$ cat config.mk
export PLATFORM = sky130hd
export DESIGN_NAME = vga_pattern_sequencer
export DESIGN_NICKNAME = d
export VERILOG_FILES = /design/src/rtl/vga_pattern_sequencer.sv
export SDC_FILE = /design/constraint.sdc
export NUM_CORES = 1
export LEC_CHECK = 0
export ABC_AREA = 1
export BUFFER_PORTS_ARGS = -buffer_cell sky130_fd_sc_hd__buf_4
export CAP_MARGIN = 20
export CORE_ASPECT_RATIO = 1.2
export CORE_MARGIN = 2
export CORE_UTILIZATION = 50
export DETAILED_ROUTE_END_ITERATION = 7
export PLACE_DENSITY = 0.76
export REMOVE_ABC_BUFFERS = 1
export SLEW_MARGIN = 20
export SYNTH_ARGS = -nofsm -noshare
export SYNTH_HDL_FRONTEND = slang
export SYNTH_SLANG_ARGS = --single-unit
$ cat constraint.sdc
create_clock -name i_Clk -period 2.52 [get_ports i_Clk]
set_input_delay 0.504 -clock i_Clk [delete_from_list [all_inputs] [get_ports i_Clk]]
set_output_delay 0.504 -clock i_Clk [all_outputs]
set_load 0.01 [all_outputs]
$ cat src/rtl/vga_pattern_sequencer.sv
// Test-pattern selector for the VGA pipeline: detects frame-start and vblank-entry from the
// counter stream, queues manual next/prev requests, and applies steps only at vblank entry.
module vga_pattern_sequencer #(
   parameter int unsigned c_PATTERN_BITS       = 3,
   parameter int unsigned c_NUM_PATTERNS       = 6,
   parameter int unsigned c_FRAMES_PER_PATTERN = 120,
   parameter int unsigned c_ACTIVE_COLS        = 640,
   parameter int unsigned c_ACTIVE_ROWS        = 480
) (
   input  logic                      i_Clk,
   input  logic                      i_Rst_L,
   input  logic [9:0]                i_Col_Count,
   input  logic [9:0]                i_Row_Count,
   input  logic                      i_Next,
   input  logic                      i_Prev,
   input  logic                      i_Auto_En,
   output logic [c_PATTERN_BITS-1:0] o_Pattern,
   output logic                      o_Frame_Start,
   output logic                      o_VBlank_Start,
   output logic                      o_Pending,
   output logic                      o_Switch_Ack,
   output logic [7:0]                o_Frame_Count
);

   localparam int unsigned COORD_W = 10;
   localparam int unsigned CNT_W   = 8;

   localparam logic [c_PATTERN_BITS-1:0] LAST_PAT   = c_PATTERN_BITS'(c_NUM_PATTERNS - 1);
   localparam logic [CNT_W-1:0]          LAST_FRAME = CNT_W'(c_FRAMES_PER_PATTERN - 1);
   localparam logic [COORD_W-1:0]        VBLANK_ROW = COORD_W'(c_ACTIVE_ROWS);

   // Elaboration-time guards on the configuration.
   if (c_NUM_PATTERNS < 2 || c_NUM_PATTERNS > (1 << c_PATTERN_BITS)) begin : g_bad_num_patterns
      $error("c_NUM_PATTERNS out of range for c_PATTERN_BITS");
   end
   if (c_FRAMES_PER_PATTERN < 1 || c_FRAMES_PER_PATTERN > 256) begin : g_bad_frames
      $error("c_FRAMES_PER_PATTERN must be 1..256");
   end
   if (c_ACTIVE_COLS < 1 || c_ACTIVE_COLS > 1023 || c_ACTIVE_ROWS < 1 || c_ACTIVE_ROWS > 1023)
   begin : g_bad_geometry
      $error("active geometry does not fit the 10-bit counters");
   end

   typedef enum logic [1:0] {
      PEND_NONE = 2'd0,
      PEND_NEXT = 2'd1,
      PEND_PREV = 2'd2
   } pend_t;

   pend_t                      pend_q;
   pend_t                      pend_next_c;
   logic [COORD_W-1:0]         prev_col_q;
   logic [COORD_W-1:0]         prev_row_q;
   logic [c_PATTERN_BITS-1:0]  pattern_next_c;
   logic [c_PATTERN_BITS-1:0]  pattern_inc_c;
   logic [c_PATTERN_BITS-1:0]  pattern_dec_c;
   logic [CNT_W-1:0]           count_next_c;
   logic                       ack_next_c;
   logic                       frame_start_c;
   logic                       vblank_c;

   // Edge-qualified events: a held counter value never produces a second pulse.
   always_comb begin
      frame_start_c = (i_Col_Count == '0) && (i_Row_Count == '0) &&
                      !((prev_col_q == '0) && (prev_row_q == '0));
      vblank_c      = (i_Col_Count == '0) && (i_Row_Count == VBLANK_ROW) &&
                      !((prev_col_q == '0) && (prev_row_q == VBLANK_ROW));
   end

   always_comb begin
      pattern_inc_c = (o_Pattern == LAST_PAT) ? '0 : o_Pattern + c_PATTERN_BITS'(1);
      pattern_dec_c = (o_Pattern == '0) ? LAST_PAT : o_Pattern - c_PATTERN_BITS'(1);
   end

   // Next-state: the request sampled at the vblank edge is queued, not applied.
   always_comb begin
      pend_next_c    = pend_q;
      pattern_next_c = o_Pattern;
      count_next_c   = o_Frame_Count;
      ack_next_c     = 1'b0;

      if (vblank_c) begin
         pend_next_c = PEND_NONE;
         case (pend_q)
            PEND_NEXT: begin
               pattern_next_c = pattern_inc_c;
               count_next_c   = '0;
               ack_next_c     = 1'b1;
            end
            PEND_PREV: begin
               pattern_next_c = pattern_dec_c;
               count_next_c   = '0;
               ack_next_c     = 1'b1;
            end
            default: begin
               if (i_Auto_En) begin
                  if (o_Frame_Count == LAST_FRAME) begin
                     pattern_next_c = pattern_inc_c;
                     count_next_c   = '0;
                     ack_next_c     = 1'b1;
                  end else begin
                     count_next_c = o_Frame_Count + CNT_W'(1);
                  end
               end else begin
                  count_next_c = '0;
               end
            end
         endcase
      end

      if (i_Next && !i_Prev) begin
         pend_next_c = PEND_NEXT;
      end else if (i_Prev && !i_Next) begin
         pend_next_c = PEND_PREV;
      end
   end

   always_ff @(posedge i_Clk or negedge i_Rst_L) begin
      if (!i_Rst_L) begin
         pend_q         <= PEND_NONE;
         prev_col_q     <= '0;
         prev_row_q     <= '0;
         o_Pattern      <= '0;
         o_Frame_Start  <= 1'b0;
         o_VBlank_Start <= 1'b0;
         o_Pending      <= 1'b0;
         o_Switch_Ack   <= 1'b0;
         o_Frame_Count  <= '0;
      end else begin
         pend_q         <= pend_next_c;
         prev_col_q     <= i_Col_Count;
         prev_row_q     <= i_Row_Count;
         o_Pattern      <= pattern_next_c;
         o_Frame_Start  <= frame_start_c;
         o_VBlank_Start <= vblank_c;
         o_Pending      <= (pend_next_c != PEND_NONE);
         o_Switch_Ack   <= ack_next_c;
         o_Frame_Count  <= count_next_c;
      end
   end

endmodule
After elaboration in Yosys (flattened, before gate mapping)
Cells that the tools add are included.

word-level totals
  register bits after elaboration = 37
  bits of input ports = 25
  output and inout port bits = 15
  word-level logic and storage cells = 55

operators by class
  add/subtract/negate cells = 3
  equality and inequality tests = 6
  muxes and demuxes = 15
  reductions and logical operators = 22

operators by type and width
  cell                   number
  $logic_not A10 Y1      4
  $mux W8                3
  $eq A10 B9 Y1 const B  2
  $mux W3                4
  $add A8 B1 Y8 const B  1
  $eq A8 B7 Y1 const B   1
  $logic_and A1 B1 Y1    8
  $mux W2                3
  $pmux W3 S2            1
  $reduce_bool A3 Y1     2
  $logic_not A1 Y1       4
  $mux W1                4
  $add A3 B1 Y3 const B  1
  $eq A3 B3 Y1 const B   1
  $logic_not A3 Y1       1
  $reduce_and A3 Y1      1
  $sub A3 B1 Y3 const B  1
  $eq A2 B1 Y1 const B   1
  $eq A2 B2 Y1 const B   1
  $reduce_bool A2 Y1     1
  $reduce_or A2 Y1       1

Logic depth before layout (Yosys ltp)
  depth in word-level cells = 8
  depth in mapped cells = 9

Worst setup path before layout
Ideal clock, no wire load.

  path type = input to register
  from = in i_Col_Count[1]
  to = reg o_Pending
  library setup time = 0.121 ns
  data arrival time = 1.342 ns
  setup slack = 1.057 ns
  cell stages on the path = 7
  buffers on the path = 0
  cells stage by stage = or2_1 > nor2_2 > nand2_2 > nor2_4 > nand2_4 > a21oi_2 > nand2_1

between the ends
  cells in the longest elaborated chain, start to end = 7

RTL lines
  element                            RTL line  RTL
  from (decl)                        12        input logic [9:0] i_Col_Count,
  $logic_not A10 Y1                  66        vblank_c = (i_Col_Count == '0) && (i_Row_Count == VBLANK_ROW) &&
  $logic_and A1 B1 Y1 (2 in series)  66
  $mux W2                            82        if (vblank_c) begin
  $mux W2                            113       end else if (i_Prev && !i_Next) begin
  $mux W2                            111       if (i_Next && !i_Prev) begin
  $reduce_bool A2 Y1                 136       o_Pending <= (pend_next_c != PEND_NONE);
  to (signal assigned)               136
  to (decl)                          20        output logic o_Pending,

Every way passes these cells.
A chain may end at the register's enable or synchronous reset.

Worst setup path in the final report
  from = reg o_Frame_Count[0]
  to = reg o_Pattern[0]

between the ends
  cells in the longest elaborated chain, start to end = 3

RTL lines
  element                              RTL line  RTL
  from (decl)                          22        output logic [7:0] o_Frame_Count
  from (signal assigned)               138       o_Frame_Count <= count_next_c;
  $eq A8 B7 Y1                         97        if (o_Frame_Count == LAST_FRAME) begin
  $reduce_bool A3 Y1 (no source line)  n/a
  $reduce_and A3 Y1 (no source line)   n/a
  to (signal assigned)                 133       o_Pattern <= pattern_next_c;
  to (decl)                            17        output logic [c_PATTERN_BITS-1:0] o_Pattern,

Every way passes these cells.

==> impl_metrics.yaml <==
floorplan:
  die_width_um: 58.28
  die_h_um: 69.14
  io_pins: 40
  core_area_um2: 3367
  dieArea_um2: 4029
  start_util_pct: 52.51
  num_rows: 23
detailed_routing:
  initialDrtViolationCount: 46
  via_per_inst: 4.933
  vias: 1475
  wl_um: 3089
  first_pass_iters: 4
  avgRoutedWirePerCell_um: 10.33
  ant_nets: 0
  drc: 0
global_route:
  gr-total-overflow: 0
  grt_first_pass_wirelength_um: 5699
  gr-usage-all-layers_pct: 18.39
  grt_pass1_vias: 1371
  grt_max_degree: 38
  antenna_found_initial: 0
cts:
  h-tree-depth: 2
  root_buffer: "clkbuf_8"
  numCtsBuffers: 5
  cts_setup_buffers: 0
  cts_hold_buf: 0
  clk_latency_ns: 0.29
  post_cts_resized: 0
  cts_buffer_depth: 2
  clk_pin_slew_ns: 0.07
  cts_tree: "done"
  numClockSinks: 37
finish:
  final_common_cell: "nand2_1"
  finalInstanceArea_um2: 2222
  nFillCells: 295
  drive_gt1_share_pct: 22.90
  n_antenna_cell: 0
  final_cell_mix: "nand2_1, nor2_1, buf_4, dfrtp_1, inv_1"
  nets: 290
  area.growth.synth_to_final_pct: 25.69
  final_util_pct: 66.00
yosys:
  synth_warnings: 0
  synth_area_um2: 1768
  netlist_instances: 215
  postSynthAreaPerCell_um2: 8.223
  synth_seq_area_share_pct: 52.37
  ys.flop_type: "dfrtp_1"
  synth_cell_type_count: 25
  synth-seq-cells: 37
  async_flop_share_pct: 100.0
  synth-edff-count: 0
timing:
  clock.fmax_mhz: 662.2
  tns_ns: 0
  setup_viol: 0
  post-route-period-util_pct: 59.93
  drv_slew: 0
  hold_violations: 0
  tightest_slew_ns: 0.4477
  relSlewSlack_pct: 70.16
  period_needed_ns: 1.510
  rsz0062_at_grt: "no"
  finalClockSkew_ns: 0.005084
  worst_slack_ns: 1.010
placed_design:
  hpwlAfterDp_um: 2404
  place_area_um2: 2107
  pre_cts_slack_ns: 0.8382
  port_buffers: 39
  gp_congestion: 0.8702
status:
  status: "completed"
pwr:
  peakVddDrop_mv: 0.5287
  p_per_area_nw_per_um2: 556.4
  p_seq_share_pct: 50.3
  p_leak_nw: 1.137
  p_sw_share_pct: 22.57
  pwr-share-comb_pct: 8.8
  clkPwrFrac_pct: 40.9
  power.switching_w: 0.0002790
  intPower_w: 0.0009574
critical_path:
  cp_data_arrival_time_ns: 1.69
  worstSetupStartpointType: "flip-flop"
  required_ns: 2.70
  crit_type: "reg2reg"
  path_max_fanout: 5
  cp-end-kind: "flip-flop"
hold_path:
  min_path_type: "in2async"
job:
  max-cap-violations: 0
## registers in the layout, summed over array words and instances (netlist names)
signal / flops
o_Frame_Count: 8
o_Frame_Start: 1
o_Pattern: 3
o_Pending: 1
o_Switch_Ack: 1
o_VBlank_Start: 1
pend_q: 2
prev_col_q: 10
prev_row_q: 10
## path summary, 6_finish.rpt
check | startpoint | end | slack [ns] | cells after the start
setup / recovery | o_Frame_Count[0]$_DFFE_PN0P_ | o_Pattern[0]$_DFFE_PN0P_ | 1.01 | 8
hold / removal | i_Rst_L | o_Frame_Count[4]$_DFFE_PN0P_ | 0.15 | 1
setup reg to reg | o_Frame_Count[0]$_DFFE_PN0P_ | o_Pattern[0]$_DFFE_PN0P_ | 1.01 | 8
hold reg to reg | o_Frame_Count[6]$_DFFE_PN0P_ | o_Frame_Count[6]$_DFFE_PN0P_ | 0.54 | 2
max in group asynchronous | i_Rst_L | o_Frame_Count[7]$_DFFE_PN0P_ | 2.04 | 1
min in group i_Clk | i_Col_Count[1] | prev_col_q[1]$_DFF_PN0_ | 0.32 | 1
## cell usage after synthesis, types with 2 or more instances
master	instances	area share, %
nor2_1	40	8.5
inv_2	2	0.42
dfrtp_1	37	52
nand3_1	16	4.5
nand4_1	7	2.5
nor3_1	4	1.1
a21oi_1	4	1.1
inv_1	30	6.4
nor2_4	3	1.9
nand2_2	2	0.71
a21oi_2	2	0.99
nand3b_1	2	0.85
o21ai_1	2	0.57
o22ai_1	2	0.71
nor4_1	2	0.71
nand2_1	47	10
ha_1	4	2.8
and2_1	2	0.71
## cells by family (layout without fill, tap and decap cells)
logic type	after synthesis	after routing	synth area share, %
and+or+nand+nor	129	129	33.19
DFF	37	37	52.37
buffers and inverters	32	79	6.794
AOI/OAI and AO/OA	12	12	4.317
adders and majority gates	4	4	2.831
xor gates and xnor gates	1	1	0.4955
## per-stage QoR
step	cells	power [W]	hold WS (ns)
final	299	0.001236	0.1529
after global routing	299	0.001298	0.1842
after CTS	299	0.001250	0.1696
after detailed placement	291	0.0007437	0.4851
after global placement	291	0.0007433	0.4877
after floorplan	215	0.0006834	0.2084
## critical path: stages (launching register included)
cell and delay, ns:
dfrtp_1 0.41, ha_1 0.19, nand2_1 0.08, inv_1 0.10, nand4_1 0.14, nand2_1 0.18
nand3_1 0.16, nand2_1 0.09, o21ai_1 0.06
## area by class of cell
| class | instances | area [um^2] | area share (%) |
|---|---|---|---|
| clock buffer | 5 | 68.82 | 3.097 |
| clock inverter | 3 | 46.29 | 2.083 |
| inverter | 32 | 120.1 | 5.405 |
| multi-input combinational | 146 | 721.9 | 32.49 |
| sequential | 37 | 925.9 | 41.67 |
| tap | 37 | 46.29 | 2.083 |
| timing repair buffer | 39 | 292.8 | 13.18 |
## metal layers
metal / vias up / GRT usage [%] / part of all wire, %
met5: - / 0 / 0
met4: 0 / 7.752 / 2.6
met3: 11 / 5.253 / 5.1
met2: 39 / 30.09 / 50
met1: 655 / 22.17 / 42
li1: 770 / - / -
## power by group through the flow
stage                     Sequential [W]  Clock [W]  Combinational, W
after detailed placement        0.000634          0          0.000110
after global placement          0.000634          0          0.000109
after global routing            0.000625   0.000547          0.000126
final                           0.000622   0.000505          0.000109
after CTS                       0.000623   0.000517          0.000110
after floorplan                 0.000634          0         0.0000496
(Power assumes the default switching activity.)
